==> src/rtl/coffee_pkg.sv <==
// -----------------------------------------------------------------------------
// coffee_pkg
// Shared constants and types for the coffee machine coin paths.
//  - Coin values (in currency units), reused by the acceptance counters.
//  - Default change-amount width and the 500-coin value in 100-units.
//  - State encoding of the change dispenser FSM.
//  - Small helper for sizing counters.
// -----------------------------------------------------------------------------
package coffee_pkg;

    // Face values of the two coin types handled by the machine
    localparam int COIN_VALUE_100 = 100;
    localparam int COIN_VALUE_500 = 500;

    // Change is tracked in 100-units; 4 bits covers up to 1500
    localparam int DISP_AMOUNT_W = 4;

    // One 500 coin expressed in 100-units
    localparam int DISP_UNIT_500 = COIN_VALUE_500 / COIN_VALUE_100;

    // Dispenser FSM states; explicit codes keep traces stable across builds
    typedef enum logic [2:0] {
        DISP_IDLE      = 3'd0,
        DISP_SELECT    = 3'd1,
        DISP_PULSE_500 = 3'd2,
        DISP_PULSE_100 = 3'd3,
        DISP_GAP       = 3'd4,
        DISP_DONE      = 3'd5,
        DISP_FAULT     = 3'd6
    } disp_state_t;

    // Larger of two integers, used for elaboration-time sizing
    function automatic int max_int(input int a, input int b);
        return (a > b) ? a : b;
    endfunction

endpackage

==> src/rtl/cycle_counter_module.sv <==
// -----------------------------------------------------------------------------
// cycle_counter_module
// Loadable down-counter with a zero flag. Used by the dispenser to time both
// the ejector pulse and the gap that follows it.
//
// Ports:
//   clock       in   system clock
//   reset       in   synchronous, active-high reset (count -> 0)
//   load        in   load load_value this cycle (takes priority)
//   load_value  in   WIDTH  value to load; interval length minus one
//   decrement   in   count down by one (holds at zero)
//   is_zero     out  count is currently zero
// -----------------------------------------------------------------------------
module cycle_counter_module #(
    parameter int WIDTH = 2
) (
    input  logic             clock,
    input  logic             reset,
    input  logic             load,
    input  logic [WIDTH-1:0] load_value,
    input  logic             decrement,
    output logic             is_zero
);

    logic [WIDTH-1:0] count_r;

    // Down-counter: load wins over decrement, and it never wraps below zero
    always_ff @(posedge clock) begin
        if (reset) begin
            count_r <= '0;
        end else if (load) begin
            count_r <= load_value;
        end else if (decrement && (count_r != '0)) begin
            count_r <= count_r - WIDTH'(1);
        end else begin
            count_r <= count_r;
        end
    end

    assign is_zero = (count_r == '0);

endmodule

==> src/rtl/change_dispenser_module.sv <==
// -----------------------------------------------------------------------------
// change_dispenser_module
// Pays out change greedily (500 coins first, then 100 coins) as timed ejector
// pulses, and reports busy / done / fault to the machine FSM.
//
// Ports:
//   clock           in   system clock
//   reset           in   synchronous, active-high reset
//   start           in   request payout; only honoured in IDLE
//   change_amount   in   AMOUNT_W  change owed in 100-units, sampled with start
//   tube_500_empty  in   500-coin tube empty (looked at only in SELECT)
//   tube_100_empty  in   100-coin tube empty (looked at only in SELECT)
//   coin_500_out    out  500-coin ejector pulse
//   coin_100_out    out  100-coin ejector pulse
//   busy            out  high whenever the FSM is not IDLE
//   done            out  one-cycle pulse when the payout completed
//   fault           out  sticky; payout could not complete
//   remaining       out  AMOUNT_W  change still owed
//
// Per-coin period is 1 (SELECT) + PULSE_CYCLES + GAP_CYCLES cycles.
// -----------------------------------------------------------------------------
module change_dispenser_module
    import coffee_pkg::*;
#(
    parameter int AMOUNT_W     = DISP_AMOUNT_W,
    parameter int UNIT_500     = DISP_UNIT_500,
    parameter int PULSE_CYCLES = 2,
    parameter int GAP_CYCLES   = 2
) (
    input  logic                clock,
    input  logic                reset,
    input  logic                start,
    input  logic [AMOUNT_W-1:0] change_amount,
    input  logic                tube_500_empty,
    input  logic                tube_100_empty,
    output logic                coin_500_out,
    output logic                coin_100_out,
    output logic                busy,
    output logic                done,
    output logic                fault,
    output logic [AMOUNT_W-1:0] remaining
);

    // Counter holds interval-minus-one, so its width must cover the longer one
    localparam int CNT_MAX = max_int(PULSE_CYCLES, GAP_CYCLES);
    localparam int CNT_W   = (CNT_MAX > 1) ? $clog2(CNT_MAX + 1) : 1;

    localparam logic [CNT_W-1:0]    PULSE_LOAD = CNT_W'(PULSE_CYCLES - 1);
    localparam logic [CNT_W-1:0]    GAP_LOAD   = CNT_W'(GAP_CYCLES - 1);
    localparam logic [AMOUNT_W-1:0] UNIT_500_L = AMOUNT_W'(UNIT_500);
    localparam logic [AMOUNT_W-1:0] UNIT_100_L = AMOUNT_W'(1);

    disp_state_t         state_r;
    disp_state_t         state_next_s;
    logic [AMOUNT_W-1:0] remaining_r;
    logic [AMOUNT_W-1:0] remaining_next_s;
    logic                fault_r;
    logic                fault_next_s;
    logic                busy_r;
    logic                done_r;
    logic                coin_500_r;
    logic                coin_100_r;

    logic                ctr_load_s;
    logic [CNT_W-1:0]    ctr_load_value_s;
    logic                ctr_dec_s;
    logic                ctr_zero_s;

    // Interval timer shared by the pulse and gap phases
    cycle_counter_module #(
        .WIDTH (CNT_W)
    ) u_cycle_counter (
        .clock      (clock),
        .reset      (reset),
        .load       (ctr_load_s),
        .load_value (ctr_load_value_s),
        .decrement  (ctr_dec_s),
        .is_zero    (ctr_zero_s)
    );

    // Next-state, owed-amount and fault decisions; the counter is reloaded on
    // every phase entry so each phase times itself from a known value
    always_comb begin
        state_next_s     = state_r;
        remaining_next_s = remaining_r;
        fault_next_s     = fault_r;
        ctr_load_s       = 1'b0;
        ctr_load_value_s = '0;
        ctr_dec_s        = 1'b0;

        case (state_r)
            DISP_IDLE: begin
                if (start) begin
                    state_next_s     = DISP_SELECT;
                    remaining_next_s = change_amount;
                    fault_next_s     = 1'b0;
                end else begin
                    state_next_s = DISP_IDLE;
                end
            end

            DISP_SELECT: begin
                if (remaining_r == '0) begin
                    state_next_s = DISP_DONE;
                end else if ((remaining_r >= UNIT_500_L) && !tube_500_empty) begin
                    state_next_s     = DISP_PULSE_500;
                    ctr_load_s       = 1'b1;
                    ctr_load_value_s = PULSE_LOAD;
                end else if ((remaining_r >= UNIT_100_L) && !tube_100_empty) begin
                    // Also the fallback when the 500 tube has run dry
                    state_next_s     = DISP_PULSE_100;
                    ctr_load_s       = 1'b1;
                    ctr_load_value_s = PULSE_LOAD;
                end else begin
                    state_next_s = DISP_FAULT;
                    fault_next_s = 1'b1;
                end
            end

            DISP_PULSE_500: begin
                if (ctr_zero_s) begin
                    // SELECT already guaranteed remaining >= UNIT_500
                    state_next_s     = DISP_GAP;
                    remaining_next_s = remaining_r - UNIT_500_L;
                    ctr_load_s       = 1'b1;
                    ctr_load_value_s = GAP_LOAD;
                end else begin
                    ctr_dec_s = 1'b1;
                end
            end

            DISP_PULSE_100: begin
                if (ctr_zero_s) begin
                    // SELECT already guaranteed remaining >= 1
                    state_next_s     = DISP_GAP;
                    remaining_next_s = remaining_r - UNIT_100_L;
                    ctr_load_s       = 1'b1;
                    ctr_load_value_s = GAP_LOAD;
                end else begin
                    ctr_dec_s = 1'b1;
                end
            end

            DISP_GAP: begin
                if (ctr_zero_s) begin
                    state_next_s = DISP_SELECT;
                end else begin
                    ctr_dec_s = 1'b1;
                end
            end

            DISP_DONE: begin
                state_next_s = DISP_IDLE;
            end

            DISP_FAULT: begin
                state_next_s = DISP_IDLE;
            end

            default: begin
                state_next_s = DISP_IDLE;
            end
        endcase
    end

    // State, datapath and outputs; outputs are decoded from the next state so
    // they line up with the state they describe while still coming from flops
    always_ff @(posedge clock) begin
        if (reset) begin
            state_r     <= DISP_IDLE;
            remaining_r <= '0;
            fault_r     <= 1'b0;
            busy_r      <= 1'b0;
            done_r      <= 1'b0;
            coin_500_r  <= 1'b0;
            coin_100_r  <= 1'b0;
        end else begin
            state_r     <= state_next_s;
            remaining_r <= remaining_next_s;
            fault_r     <= fault_next_s;
            busy_r      <= (state_next_s != DISP_IDLE);
            done_r      <= (state_next_s == DISP_DONE);
            coin_500_r  <= (state_next_s == DISP_PULSE_500);
            coin_100_r  <= (state_next_s == DISP_PULSE_100);
        end
    end

    assign coin_500_out = coin_500_r;
    assign coin_100_out = coin_100_r;
    assign busy         = busy_r;
    assign done         = done_r;
    assign fault        = fault_r;
    assign remaining    = remaining_r;

endmodule

==> config.mk <==
export PLATFORM = sky130hd
export DESIGN_NAME = change_dispenser_module
export DESIGN_NICKNAME = d
export VERILOG_FILES = /design/src/rtl/coffee_pkg.sv /design/src/rtl/cycle_counter_module.sv /design/src/rtl/change_dispenser_module.sv
export SDC_FILE = /design/constraint.sdc
export NUM_CORES = 1
export LEC_CHECK = 0
export ABC_AREA = 1
export CORE_MARGIN = 3
export CORE_UTILIZATION = 49
export DETAILED_ROUTE_END_ITERATION = 10
export MAX_ROUTING_LAYER = met4
export PLACE_DENSITY = 0.77
export SYNTH_ARGS = -nofsm -noshare
export SYNTH_HDL_FRONTEND = slang
export SYNTH_SLANG_ARGS = --single-unit
==> constraint.sdc <==
create_clock -name clock -period 1.6 [get_ports clock]
set_input_delay 0.16 -clock clock [delete_from_list [all_inputs] [get_ports clock]]
set_output_delay 0.16 -clock clock [all_outputs]
set_load 0.01 [all_outputs]
# Word-level counts from Yosys, hierarchy flattened

Cells that the tools add are included.

Add/sub/neg operators: 3
Multipliers: 0
Div/mod/pow operators: 0
$lt $le $gt $ge: 2
Equal/unequal tests: 13
Shift-type cells: 0
Muxes and demuxes: 30
Bitwise logic cells: 0
Reduce and logical (&&, ||, !) cells: 17

Operator list:

| cell                  | count |
|---|---|
| $mux W1               | 15 |
| $mux W3               | 5 |
| $eq A3 B2 Y1 const B  | 4 |
| $mux W4               | 3 |
| $ne A2 B2 Y1 const B  | 6 |
| $pmux W3 S4           | 1 |
| $pmux W4 S3           | 1 |
| $eq A3 B3 Y1 const B  | 2 |
| $pmux W1 S2           | 3 |
| $reduce_bool A2 Y1    | 3 |
| $reduce_bool A3 Y1    | 2 |
| $reduce_and A5 Y1     | 1 |
| $ge A4 B1 Y1 const B  | 1 |
| $ge A4 B3 Y1 const B  | 1 |
| $logic_not A4 Y1      | 1 |
| $mux W2               | 2 |
| $reduce_and A4 Y1     | 1 |
| $sub A4 B1 Y4 const B | 1 |
| $sub A4 B3 Y4 const B | 1 |
| $eq A3 B1 Y1 const B  | 1 |
| $logic_and A1 B1 Y1   | 3 |
| $logic_not A3 Y1      | 1 |
| $reduce_or A3 Y1      | 1 |
| $logic_not A1 Y1      | 2 |
| 3 further kinds       | 3 |

Register bits after elaboration: 14
Bits in latches: 0
Bits in writable memories: 0
Bits in read-only memories: 0
Bits of input ports: 9
Word-level logic and storage cells: 73
Memories kept: 0

# Depth between registers and ports, before layout

Gate-level depths: netlist (run 1).

Word-level depth: 7
Mapped depth: 12

# Hierarchy

From an unflattened synthesis (run 1), not the netlist that was laid out.

Cell total of the unflattened synthesis: 142
Area total of the unflattened synthesis: 879.6 µm²

Modules (own cells, without submodules):

| module                  | times used | cells an instance | area an instance (µm²) | seq. area each (µm²) |
|---|---|---|---|---|
| change_dispenser_module | 1          | 117               | 739.5                  | 240.2 |
| cycle_counter_module    | 1          | 25                | 140.1                  | 40.0 |

# Least setup slack after synthesis (run 1)

OpenSTA, ideal clock, no wires.

Kind: register to register
From: register remaining_r[0] (netlist: remaining[0])
To: register busy_r (netlist: busy)
Setup time: 0.120 ns
Arrival: 1.305 ns
Required time: 1.480 ns
Setup slack: 0.175 ns
Stages on the path, launching flop included: 13
Path buffers: 0
Period minus slack after synthesis: 1.425 ns
Cells stage by stage: dfxtp_1 > inv_1 > ha_1 > inv_1 > nor2_1 > nand2_1 > nand2_2 > nand2_4 > nand2_2 > nand2_2 > nand2_2 > nand2_2 > nand3_1

Word-level cells in the longest chain between the ends: 7
Elaborated cells between the ends (all ways): 10
Classes of those cells: 2 x order compare; 4 x mux; 4 x reduce/logical

Ends and longest elaborated chain:

| what                     | line                           | RTL |
|---|---|---|
| start: declaration       | change_dispenser_module.sv:55  | `logic [AMOUNT_W-1:0] remaining_r;` |
| start signal: assignment | change_dispenser_module.sv:179 | `remaining_r <= remaining_next_s;` |
| $ge A4 B1 Y1             | change_dispenser_module.sv:109 | `end else if ((remaining_r >= UNIT_100_L) && !tube_100_empty) begin` |
| $logic_and A1 B1 Y1      | change_dispenser_module.sv:109 |  |
| $mux W3                  | change_dispenser_module.sv:109 |  |
| $mux W3                  | change_dispenser_module.sv:105 | `end else if ((remaining_r >= UNIT_500_L) && !tube_500_empty) begin` |
| $mux W3 (*)              | change_dispenser_module.sv:103 | `if (remaining_r == '0) begin` |
| $pmux W3 S4 (*)          | change_dispenser_module.sv:91  | `case (state_r)` |
| $reduce_bool A3 Y1 (*)   | change_dispenser_module.sv:181 | `busy_r <= (state_next_s != DISP_IDLE);` |
| end signal: assignment   | change_dispenser_module.sv:181 |  |
| end: declaration         | change_dispenser_module.sv:59  | `logic busy_r;` |

Mark *: on every way between the ends. The rest lies on a longest branch, timed or not.
A chain may end at the register's enable or synchronous reset.

# Worst setup path after layout (run 1)

From: register remaining_r[0] (netlist: remaining[0])
To: register done_r (netlist: done)

Word-level cells in the longest chain between the ends: 7
Elaborated cells between the ends (all ways): 10
Classes of those cells: 2 x order compare; 1 x eq/ne; 4 x mux; 3 x reduce/logical

Ends and longest elaborated chain:

| what                   | line                           | RTL |
|---|---|---|
| $ge A4 B1 Y1           | change_dispenser_module.sv:109 |  |
| $logic_and A1 B1 Y1    | change_dispenser_module.sv:109 |  |
| $mux W3                | change_dispenser_module.sv:109 |  |
| $mux W3                | change_dispenser_module.sv:105 |  |
| $mux W3 (*)            | change_dispenser_module.sv:103 |  |
| $pmux W3 S4 (*)        | change_dispenser_module.sv:91  |  |
| $eq A3 B3 Y1 (*)       | change_dispenser_module.sv:182 | `done_r <= (state_next_s == DISP_DONE);` |
| end signal: assignment | change_dispenser_module.sv:182 |  |
| end: declaration       | change_dispenser_module.sv:60  | `logic done_r;` |

Marked as above.

==> results of run 1 <==
## state kept, by name (all words and copies together), names as in the netlist
register and cells:
remaining 4, state_r 3, coin_500_out 1, u_cycle_counter.count_r 2, done 1, fault 1
busy 1, coin_100_out 1
## layout make-up
class                      count  area share, %
clock buffer                   4           3.22
inverter                      21           6.99
multi-input combinational     92           45.4
sequential                    14           24.9
tap                           16           1.78
timing repair buffer          21           17.8
## report_power, final
part           total (mW)  switching (mW)  internal (mW)
Sequential          0.593           0.107          0.486
Combinational        1.49           0.875          0.614
Clock               0.273           0.134          0.139
## cells in the final DEF (no fill, tap or decap), drive strengths merged, types with 2 or more instances in the layout
cell           netlist  routed
clkdlybuf4s50        0      17
nor2                15      15
inv                 21      21
o21ai                7       7
nand3               13      13
a21oi                8       8
ha                   4       4
nor3                 2       2
buf                  0       4
dfxtp               14      14
clkbuf               0       4
nand2               37      37
## cell families after synthesis
logic type	count (synthesis)	share of synthesized area (%)
xor gates and xnor gates	1	1.01
and+or+nand+nor	69	38.9
AOI/OAI and AO/OA	18	12.9
DFF	14	32.4
buffers and inverters	21	9.10
adders and majority gates	4	5.78
## worst paths after layout
| kind | end | slack (ns) | cells after the start |
|---|---|---|---|
| hold reg to reg | fault | 0.47 | 2 |
| setup / recovery | done | 0.11 | 12 |
| hold / removal | fault | 0.45 | 2 |
| setup reg to reg | done | 0.11 | 12 |
## layer usage
| layer | GRT usage [%] | part of all wire [%] |
|---|---|---|
| met5 | - | 0 |
| met4 | 6.45 | 1.7 |
| met3 | 4.51 | 3.1 |
| met2 | 28.5 | 47 |
| met1 | 26.1 | 48 |
## repair_timing
| item | in CTS | in global routing |
|---|---|---|
| setup endpoints to repair | 0 | 6 |
| setup buffers | 0 | 3 |
| gates resized for setup | 0 | 4 |
==> flow_summary.yaml, run 1 <==
placement:
  place_ws_ns: 0.0679
  placedCellCount: 161
  place_congestion: 0.868
  dpl_cell_area_um2: 1060
  dpl.hpwl_um: 1430
  port_buffers: 17
clocking:
  cts_sinks: 14
  clockBufferDepth: 2
  cts_tree: "built"
  path_clk_slew_ns: 0.10
  htree_levels: 1
  hold_buffers: 0
  clk_latency_ns: 0.29
  cts.root.buffer_cell: "clkbuf_4"
  cts_inserted_buffers: 3
power:
  finalPower_mw: 2.36
  power_density_nw_per_um2: 2090
  ir_worst_vdd_mv: 1.15
  leakage_nw: 0.550
timing:
  finalSetupViolCount: 0
  layout_setup_ws_ns: 0.108
  skew_ns: 0.00979
  fin_setup_tns_ns: 0
  slew_headroom_pct: 72.8
  worstMarginPinSlew_ns: 0.405
  holdWs_ns: 0.451
  timing.final.crit_share_pct: 93.3
  final_hold_viol_count: 0
  fmax_mhz: 670
  slew_viol_final: 0
  period_minus_slack_ns: 1.49
hold_path:
  worst_hold_path_type: "input pin to register"
  hp-start: "reset"
setup_path:
  startpoint_type: "register"
  path_cells: "inv_2 -> ha_2 -> inv_1 -> nor2_1 -> nand2_1 -> nand2_2 -> nand2_4 -> nand2_2 -> nand2_2 -> nand2_2 -> nand2_2 -> nor2_1"
  cp-startpoint: "remaining[0]"
  worst_path_max_delay_cell: "dfxtp_1"
  required_ns: 1.82
  r2r_start: "remaining[0]"
  path_class: "register to register"
  crit_fanout: 4
  critPathMaxStageDelay_ns: 0.35
  endpoint_kind: "register"
  crit_family: "simple AND/OR/NAND/NOR gates"
  cp.arrival_ns: 1.72
  worst_path_most_repeated_cell: "nand2_2"
  crit_buf_inv: 2
yosys:
  synth-seq-cells: 14
  synthTopCellsByArea: "dfxtp_1 (32%), nand2_1 (11%), inv_1 (7.8%), nand3_1 (6.9%), nand2_2 (6.5%)"
  syn_area_um2: 866
  yosys.cell_count.top_type: "nand2_1"
  synth-async-reset-ratio_pct: 0
  yosysWarnings: 0
  synth_cells: 127
  synth_seq_area_share_pct: 32.4
  avgSynthCellArea_um2: 6.82
  synthFlopType: "dfxtp_1"
  synth.distinct_cells: 23
  synth.top_cell.area_share_pct: 32.4
  synth_top_area_cell: "dfxtp_1"
  synth_commonest_cells: "nand2_1 (26), inv_1 (18), dfxtp_1 (14)"
  synth_edf_count: 0
  syn_nets: 140
finish:
  multi_input_area_um2: 512
  final_core_util_pct: 71.5
  seq_area_um2: 280
  drive_gt1_share_pct: 20.4
  fin_nets: 166
  antenna_cells: 0
  synthToLayoutAreaGrowth_pct: 30.2
  fin_area_um2: 1130
  fin_cells: 168
  fill_cells: 133
grt:
  grt_use_total_pct: 19.5
  antenna_found_initial: 0
  grt_pass1_wl_um: 3030
  grt_overflow: 0
  grt_start_max_net_pins: 10
  grt_pass1_vias: 739
detailed_routing:
  drt_iter0_markers: 34
  wl_per_cell_um: 11.4
  via_per_inst: 5.19
  drc: 0
  routed_wl_um: 1910
  vias: 872
  drt_pass1_iterations: 4
  ant_nets: 0
floorplan:
  row_count: 14
  die_area_um2: 2310
  initial_core_util_pct: 54.9
  die_w_um: 48.0
  core_um2: 1580
  fp.dieH_um: 48.0
  io_pins: 18
run:
  drv_cap: 0
run_status:
  status: "complete, no violations"
Note: power is estimated with default switching activity, not from simulation.
==> run 2: changes to the inputs <==
==> constraint.sdc (replaced) <==
create_clock -name clock -period 1.6 [get_ports clock]
set_input_delay 0.32 -clock clock [delete_from_list [all_inputs] [get_ports clock]]
set_output_delay 0.32 -clock clock [all_outputs]
set_load 0.01 [all_outputs]
==> run 2 against run 1 <==
Fmax down 4.9%. Flip-flop and latch count stayed put. Utilization shrank 2.3 points. Via count shrank 4.0%. Die area unchanged. Clock power shrank 26%. Largest power group unchanged.
==> flow_summary.yaml, run 2 (same netlist as run 1, synthesis figures left out) <==
finish:
  synthToLayoutAreaGrowth_pct: 26.0
  largest_register_ffs: 4
  seq_area_um2: 283
  final_common_cell: "nand2_1"
  fin_nets: 163
  antenna_cells: 0
  drive_gt1_share_pct: 18.9
  multi_input_area_um2: 509
  final_cell_mix: "nand2_1 (26), clkdlybuf4s50_1 (17), inv_1 (16)"
  fin_area_um2: 1090
  fill_cells: 144
run_status:
  status: "complete, no violations"
detailed_routing:
  drc: 0
  routed_wl_um: 1870
  met2_length_um: 896
  wl_per_cell_um: 11.4
  drt_iter0_markers: 11
  wl_met3_um: 47
  drt_pass1_iterations: 4
  ant_nets: 0
  via_per_inst: 5.10
  topRoutingLayerUsed: "met4"
  wl_met1_um: 903
  vias: 837
floorplan:
  io_pins: 18
  fp.dieH_um: 48.0
  die_w_um: 48.0
  die_area_um2: 2310
  initial_core_util_pct: 54.9
  core_um2: 1580
  row_count: 14
grt:
  grt_use_total_pct: 18.9
  grt_pass1_vias: 753
  grt_start_max_net_pins: 10
  antenna_found_initial: 0
  grt_overflow: 0
  grt_pass1_wl_um: 2950
timing:
  slew_viol_final: 0
  skew_ns: 0.00912
  slew_headroom_pct: 72.2
  fin_setup_tns_ns: 0
  final_hold_viol_count: 0
  finalSetupViolCount: 0
  rsz0062_at_grt: "false"
  timing.final.crit_share_pct: 98.1
  worstMarginPinSlew_ns: 0.414
  fmax_mhz: 637
  period_minus_slack_ns: 1.57
setup_path:
  critPathMaxStageDelay_ns: 0.57
  crit_family: "buffers and inverters"
  path_cells: "clkdlybuf4s50_1"
  crit_fanout: 5
  required_ns: 1.28
  worst_path_max_delay_cell: "clkdlybuf4s50_1"
  startpoint_type: "register"
  path_class: "register to output port"
  cp.arrival_ns: 1.25
  endpoint_kind: "output port"
  crit_buf_inv: 1
placement:
  place_congestion: 0.796
  dpl_cell_area_um2: 1060
  port_buffers: 17
  dpl.hpwl_um: 1500
clocking:
  cts_setup_buffers: 0
  htree_levels: 1
  cts_inserted_buffers: 3
  cts.root.buffer_cell: "clkbuf_4"
  cts_sinks: 14
  clk_latency_ns: 0.28
  clockBufferDepth: 2
  path_clk_slew_ns: 0.09
  cts_tree: "built"
  hold_buffers: 0
hold_path:
  worst_hold_path_type: "register to register"
power:
  leakage_nw: 0.530
  finalPower_mw: 2.23
  power_density_nw_per_um2: 2040
  ir_worst_vdd_mv: 1.01
run:
  drv_cap: 0
## run 2: power by group
group          leakage [nW]  switching [mW]  internal [mW]
clock                0.0138           0.115         0.0874
sequential            0.116           0.103          0.492
combinational         0.401           0.853          0.577
total                 0.530            1.07           1.16
## run 2: layer usage
layer	vias to the layer above	GRT usage [%]
met5	-	-
met4	0	6.45
met3	4	2.26
met2	14	30.6
met1	373	24.1
li1	446	-
## run 2: final timing paths
kind                      from            to  slack (ns)  depth (start not counted)
setup reg to reg  remaining[0]          done        0.13                         12
hold reg to reg          fault         fault        0.47                          2
hold / removal           fault         fault        0.47                          2
setup / recovery  remaining[3]  remaining[3]        0.03                          1
## run 2: cell type report
type | count | share of cell area, %
Clock buffer | 3 | 2.06
Inverter | 21 | 7.22
Sequential cell | 14 | 25.9
Multi-Input combinational cell | 92 | 46.7
Timing Repair Buffer | 18 | 16.3
Tap cell | 16 | 1.83
## run 2: stage by stage
step / hold WS, ns / std cells / utilization [%] / setup slack, ns
final: 0.469 / 164 / 69.2 / 0.0311
after global routing: 0.498 / 164 / 69.2 / 0.00625
after CTS: 0.474 / 164 / 69.0 / 0.0166
after detailed placement: 0.462 / 161 / 67.5 / 0.0713
after global placement: 0.459 / 161 / 67.5 / 0.106
after floorplan: 0.389 / 127 / - / 0.175
## run 2: repair_timing
action	4_1_cts	5_1_grt
gates cloned	0	0
resized for setup	1	4
setup endpoints to repair	1	5
